<file path="src/rtl/pr_elastic_stage.sv">
// Flow-controlled pipeline register with a 2-entry skid buffer, synchronous flush
// and bubble masking of control/address fields.
module pr_elastic_stage #(
  parameter int DATA_WIDTH = 128,
  parameter int CTRL_WIDTH = 8,
  parameter int ADDR_WIDTH = 5
) (
  input  logic                  clk,
  input  logic                  rst,
  input  logic                  flush,
  input  logic                  in_valid,
  output logic                  in_ready,
  input  logic [DATA_WIDTH-1:0] in_data,
  input  logic [CTRL_WIDTH-1:0] in_ctrl,
  input  logic [ADDR_WIDTH-1:0] in_addr,
  output logic                  out_valid,
  input  logic                  out_ready,
  output logic [DATA_WIDTH-1:0] out_data,
  output logic [CTRL_WIDTH-1:0] out_ctrl,
  output logic [ADDR_WIDTH-1:0] out_addr,
  output logic [1:0]            occupancy
);

  logic                  m_valid;
  logic [DATA_WIDTH-1:0] m_data;
  logic [CTRL_WIDTH-1:0] m_ctrl;
  logic [ADDR_WIDTH-1:0] m_addr;

  logic                  s_valid;
  logic [DATA_WIDTH-1:0] s_data;
  logic [CTRL_WIDTH-1:0] s_ctrl;
  logic [ADDR_WIDTH-1:0] s_addr;

  logic in_fire;
  logic m_take;

  // Ready depends only on the skid flag, so there is no path from out_ready.
  assign in_ready = ~s_valid;
  assign in_fire  = in_valid & ~s_valid;
  assign m_take   = ~m_valid | out_ready;

  always_ff @(posedge clk or posedge rst) begin
    if (rst) begin
      m_valid <= 1'b0;
      m_data  <= '0;
      m_ctrl  <= '0;
      m_addr  <= '0;
    end else if (flush) begin
      m_valid <= 1'b0;
      m_ctrl  <= '0;
      m_addr  <= '0;
    end else if (m_take) begin
      if (s_valid) begin
        m_valid <= 1'b1;
        m_data  <= s_data;
        m_ctrl  <= s_ctrl;
        m_addr  <= s_addr;
      end else if (in_fire) begin
        m_valid <= 1'b1;
        m_data  <= in_data;
        m_ctrl  <= in_ctrl;
        m_addr  <= in_addr;
      end else begin
        m_valid <= 1'b0;
      end
    end
  end

  // The skid only fills while M is stalled; any M advance drains it first.
  always_ff @(posedge clk or posedge rst) begin
    if (rst) begin
      s_valid <= 1'b0;
      s_data  <= '0;
      s_ctrl  <= '0;
      s_addr  <= '0;
    end else if (flush) begin
      s_valid <= 1'b0;
      s_ctrl  <= '0;
      s_addr  <= '0;
    end else if (m_take) begin
      s_valid <= 1'b0;
    end else if (in_fire) begin
      s_valid <= 1'b1;
      s_data  <= in_data;
      s_ctrl  <= in_ctrl;
      s_addr  <= in_addr;
    end
  end

  assign out_valid = m_valid;
  assign out_data  = m_data;
  assign out_ctrl  = m_ctrl & {CTRL_WIDTH{m_valid}};
  assign out_addr  = m_addr & {ADDR_WIDTH{m_valid}};
  assign occupancy = {1'b0, m_valid} + {1'b0, s_valid};

endmodule

</file>
<file path="config.mk">
export PLATFORM = sky130hd
export DESIGN_NAME = pr_elastic_stage
export DESIGN_NICKNAME = d
export VERILOG_FILES = /design/src/rtl/pr_elastic_stage.sv
export SDC_FILE = /design/constraint.sdc
export NUM_CORES = 1
export LEC_CHECK = 0
export BUFFER_PORTS_ARGS = -buffer_cell sky130_fd_sc_hd__buf_2
export CORE_MARGIN = 1.5
export CORE_UTILIZATION = 50
export CTS_CLUSTER_DIAMETER = 200
export CTS_CLUSTER_SIZE = 10
export DETAILED_ROUTE_END_ITERATION = 6
export HOLD_SLACK_MARGIN = 0.1
export PLACE_DENSITY_LB_ADDON = 0.05
export SYNTH_ARGS = -nofsm -noshare
export SYNTH_HDL_FRONTEND = slang
export SYNTH_SLANG_ARGS = --single-unit
</file>
<file path="constraint.sdc">
create_clock -name clk -period 21.1 [get_ports clk]
set_input_delay 6.33 -clock clk [delete_from_list [all_inputs] [get_ports clk]]
set_output_delay 6.33 -clock clk [all_outputs]
set_load 0.02 [all_outputs]
</file>
==> results of run 1 <==
==> final cells by class <==
| class | count | area, um^2 | share of cell area |
|---|---|---|---|
| repair buffers | 302 | 1540 | 0.104 |
| clock inverters | 1 | 8.76 | 0.000589 |
| multi-input cells | 447 | 4860 | 0.326 |
| well taps | 324 | 405 | 0.0272 |
| inverters | 2 | 15.0 | 0.00101 |
| diodes | 5 | 12.5 | 0.000841 |
| clock buffers | 38 | 930 | 0.0625 |
| flip-flops and latches | 284 | 7110 | 0.478 |
==> metal layers <==
metal / vias to the layer above / track usage / wire length [um]
li1: 3397 / - / -
met1: 3708 / 0.284 / 11500
met2: 209 / 0.327 / 11800
met3: 51 / 0.0610 / 1800
met4: 6 / 0.0665 / 635
met5: - / 0 / 30
==> cell usage after synthesis, types with 2 or more instances <==
cell	instances	area share
mux2_2	307	0.28
dfrtp_1	284	0.58
mux2_1	77	0.071
buf_2	24	0.0098
a22o_1	13	0.0093
and2_1	13	0.0067
clkbuf_1	13	0.0040
mux2i_1	13	0.011
o2bb2ai_1	13	0.0093
buf_4	9	0.0055
buf_1	3	0.00092
inv_1	2	0.00061
nor3_1	2	0.00082
==> registers in the layout (all words and copies together), names as in the netlist <==
name and flops:
m_addr 5, m_ctrl 8, out_data 128, out_valid 1
s_addr 5, s_ctrl 8, s_data 128, s_valid 1
==> cell families (layout without fill, tap and decap cells) <==
logic type      Yosys count  after routing  synth area share
compound gates           29             29            0.0204
fa+ha+maj                 1              1           0.00102
buf+inv                  51            343            0.0209
flops                   284            284             0.582
mux                     397            397             0.365
other cells               0              5                 0
simple gates             20             20            0.0113
==> worst max-delay path, cell delays in order <==
cell and delay, ps:
buf_2 100, nand2b_1 190, nor4b_4 310, buf_4 470, buf_4 760, mux2_1 390
==> power breakdown <==
group / switching [uW] / internal (uW)
Clock: 205 / 307
Sequential: 50.8 / 657
Combinational: 144 / 135
Total: 400 / 1100
==> stage by stage <==
stage / power [uW] / utilization
floorplan: 898 / -
detailed placement: 1000 / 0.576
global route: 1580 / 0.615
finish: 1500 / 0.616
CTS: 1520 / 0.615
global placement: 991 / 0.576
==> path summary, 6_finish.rpt <==
kind | start | endpoint | cells after the start
worst max register to register | s_valid | out_data[115] | 4
worst min register to register | m_addr[2] | m_addr[2] | 1
min in group asynchronous | rst | s_data[54] | 2
worst min-delay path | m_addr[2] | m_addr[2] | 1
max in group asynchronous | rst | out_data[22] | 4
worst max-delay path | out_ready | s_data[19] | 6
==> reports/metrics.csv, run 1 <==
stage,metric,value,unit
logic_synthesis,synth_edf_count,0,
timing,slew_violations,0,
floorplanning,die_x,159,um
clocking,h-tree-depth,2,
power,power_density,101,nW/um^2
floorplanning,die_area,25400,um^2
clocking,cts.sinks,284,
global_route,first_global_vias,7699,
logic_synthesis,synth_top_flop_cell,dfrtp_1,
critical_path,crit_path_end_kind,register,
floorplanning,num_rows,57,
timing,setup_viol,0,
timing,hold_viol_final,0,
timing,fin_crit_sh,0.391,
cells_and_area,final_common_cell,mux2_2,
floorplanning,die_h,159,um
critical_path,worstSetupStartpointType,input pin,
timing,max_slew_margin,0.356,
detailed_routing,routed_wl,25800,um
detailed_routing,ant_nets,0,
detailed_routing,vias_per_cell,5.25,
cells_and_area,fin_cells,1403,
clocking,cts_hold_buf,0,
detailed_routing,via_count,7371,
critical_path,reg2reg_setup_slack,17960,ps
logic_synthesis,yosysSeqAreaShare,0.582,
clocking,cts_buffer_depth,3,
cells_and_area,num-nets-final,1218,
global_route,antenna_found_initial,9,
logic_synthesis,syn-cell-area,12200,um^2
clocking,clk_latency,490,ps
cells_and_area,syn_to_final_growth,21.8,%
logic_synthesis,ys_types,22,
timing,clock_skew,7.94,ps
timing,fmax,121,MHz
detailed_routing,dr.pass1.iters,4,
cells_and_area,final_cell_mix,"mux2_2, buf_2, dfrtp_1",
logic_synthesis,syn_nets,929,
hold_path,holdCritPathClass,register to register,
cells_and_area,layout-drive-gt1-share,0.607,
clocking,cts_resized,0,
clocking,post_cts_buffers,0,
floorplanning,core,24200,um^2
placed_design,numPlacedInstances,1359,
run,maxCapViolCount,0,
logic_synthesis,yosys_warnings,0,
cells_and_area,finalInstanceArea,14900,um^2
logic_synthesis,ys_async_sr_fraction,1.00,
timing,tns,0,ps
placed_design,place_area,13900,um^2
critical_path,critPathKind,input pin to register,
placed_design,dp_hpwl,16900,um
floorplanning,initial_core_util,0.505,
power,p_leak,0.00681,uW
placed_design,gp_congestion,0.756,
logic_synthesis,syn_avg_cell_area,15.6,um^2
floorplanning,io_pins,291,
clocking,cts_buffers,34,
timing,fin_crit,8240,ps
critical_path,worstPathMaxFanout,59,
global_route,grt-ovfl-total,0,
power,max-vdd-ir-drop,0.0637,mV
global_route,grtUsageTotal,0.210,
critical_path,crit_arrival,8610,ps
timing,worstMarginPinSlew,965,ps
detailed_routing,drc,0,
detailed_routing,wl_per_cell,18.4,um
clocking,clk_pin_slew,50,ps
outcome,status,"finished, final reports clean",
placed_design,post-place-ws,12300,ps
detailed_routing,drt_iter0_drc,281,
clocking,clockRootBuffer,clkbuf_16,
clocking,tritoncts,built,
timing,hold_slack,476,ps
cells_and_area,fillers,1932,
critical_path,required,21470,ps
logic_synthesis,synth_cells,782,
placed_design,port_buffers,290,
logic_synthesis,ys_seq_elements,284,
timing,setup_ws,12860,ps
timing,rsz0062_at_grt,false,
global_route,grt_pass1_wl,42600,um
global_route,grt_max_degree,75,
No activity file was read; power rests on OpenSTA's default activity.
==> run 2: changes to the inputs <==
--- a/config.mk
+++ b/config.mk
@@ -7,7 +7,7 @@
 export LEC_CHECK = 0
 export BUFFER_PORTS_ARGS = -buffer_cell sky130_fd_sc_hd__buf_2
 export CORE_MARGIN = 1.5
-export CORE_UTILIZATION = 50
+export CORE_UTILIZATION = 49
 export CTS_CLUSTER_DIAMETER = 200
 export CTS_CLUSTER_SIZE = 10
 export DETAILED_ROUTE_END_ITERATION = 6
==> constraint.sdc (replaced) <==
create_clock -name clk -period 7.1 [get_ports clk]
set_input_delay 2.13 -clock clk [delete_from_list [all_inputs] [get_ports clk]]
set_output_delay 2.13 -clock clk [all_outputs]
set_load 0.02 [all_outputs]
==> reports/metrics.csv, run 2 (synthesis results as in run 1) <==
stage,metric,value,unit
outcome,status,"finished, final reports clean",
timing,worstMarginPinSlew,1010,ps
critical_path,required,4970,ps
timing,hold_viol_final,0,
clocking,cts_buffers,34,
timing,clock_skew,14.1,ps
critical_path,worstPathMaxFanout,60,
detailed_routing,ant_nets,0,
clocking,cts.sinks,284,
clocking,tritoncts,built,
floorplanning,die_x,161,um
global_route,grt_pass1_wl,42100,um
clocking,clk_latency,500,ps
clocking,cts_buffer_depth,3,
timing,setup_ws,2940,ps
critical_path,worstSetupStartpointType,register,
timing,fmax,240,MHz
floorplanning,num_rows,57,
placed_design,port_buffers,290,
timing,tns,0,ps
critical_path,crit_arrival,2030,ps
timing,rsz0062_at_grt,false,
detailed_routing,vias_per_cell,5.21,
critical_path,rr_startpoint,s_valid,
critical_path,critPathKind,register to output pin,
timing,slew_violations,0,
global_route,grt-ovfl-total,0,
detailed_routing,routed_wl,25800,um
detailed_routing,dr.pass1.iters,4,
global_route,grt_max_degree,182,
timing,fin_crit,4160,ps
detailed_routing,wl_per_cell,18.3,um
clocking,clk_pin_slew,50,ps
placed_design,dp_hpwl,16500,um
hold_path,holdCritPathClass,register to register,
global_route,grt_use_met2,0.315,
clocking,h-tree-depth,2,
detailed_routing,drt_iter0_drc,308,
cells_and_area,final_common_cell,mux2_2,
cells_and_area,final_core_util,0.611,
placed_design,post-place-ws,2910,ps
clocking,cts_resized,0,
global_route,antenna_found_initial,8,
critical_path,r2r_cells,4,
critical_path,reg2reg_setup_slack,3950,ps
placed_design,numPlacedInstances,1359,
cells_and_area,fin_cells,1405,
hold_path,min_path_cells,1,
critical_path,r2r-end,out_data[22],
floorplanning,die_h,161,um
power,power_density,299,nW/um^2
detailed_routing,drc,0,
cells_and_area,num-nets-final,1218,
timing,max_slew_margin,0.328,
global_route,first_global_vias,7720,
critical_path,crit_path_end_kind,output pin,
power,max-vdd-ir-drop,0.202,mV
cells_and_area,layout-drive-gt1-share,0.607,
detailed_routing,via_count,7317,
clocking,clockRootBuffer,clkbuf_16,
global_route,grt_use_met3,0.0718,
power,p_leak,0.00680,uW
floorplanning,initial_core_util,0.501,
clocking,cts_hold_buf,0,
global_route,grtUsageTotal,0.204,
floorplanning,io_pins,291,
timing,hold_slack,478,ps
timing,fin_crit_sh,0.587,
global_route,grt_use_met1,0.272,
cells_and_area,syn_to_final_growth,21.9,%
placed_design,gp_congestion,0.737,
cells_and_area,final_cell_mix,"mux2_2, buf_2, dfrtp_1",
global_route,busiest_layer,met2,
run,maxCapViolCount,0,
timing,setup_viol,0,
hold_path,min_to,m_addr[4],
floorplanning,die_area,25900,um^2
hold_path,holdCritStartpoint,m_addr[4],
floorplanning,core,24400,um^2
clocking,post_cts_buffers,0,
## run 2: layout make-up
class                      count  area (um^2)
sequential                   284         7110
clock buffer                  38          930
inverter                       2         11.3
antenna                        7         17.5
timing repair buffer         302         1550
tap                          324          405
multi-input combinational    447         4860
clock inverter                 1         8.76
fill                        1973         9500
## run 2: routing by layer
metal  vias to the layer above  wire length (um)  share of wire
li1                       3407                 -              -
met1                      3644             11400           0.44
met2                       216             11700           0.45
met3                        46              2020          0.079
met4                         4               645          0.025
met5                         -                25        0.00097
## run 2: worst max-delay path by stage
stage | slack [ps] | depth (start not counted) | endpoint | from
2_1_floorplan | 1210 | 1 | m_addr[0] | rst
3_3_place_gp | 2940 | 6 | out_data[14] | in_valid
3_5_place_dp | 2910 | 6 | out_data[119] | in_valid
4_1_cts | 2860 | 2 | occupancy[0] | s_valid
5_1_grt | 2830 | 2 | occupancy[0] | s_valid
6_report | 2940 | 2 | occupancy[0] | s_valid
## run 2: where the power goes
group | switching [uW] | internal [uW]
clock | 609 | 914
sequential | 152 | 1950
combinational | 427 | 402
total | 1190 | 3270
## run 2: metrics by stage
step / area (um^2) / total power [uW]
final: 14900 / 4460
after global routing: 14900 / 4690
after CTS: 14900 / 4530
after detailed placement: 13900 / 2970
after global placement: 13900 / 2940
after floorplan: 12200 / 2670
## run 2: worst max-delay path: stages (launching register included)
cell and delay (ps):
dfrtp_4 1000, ha_1 370, buf_2 160
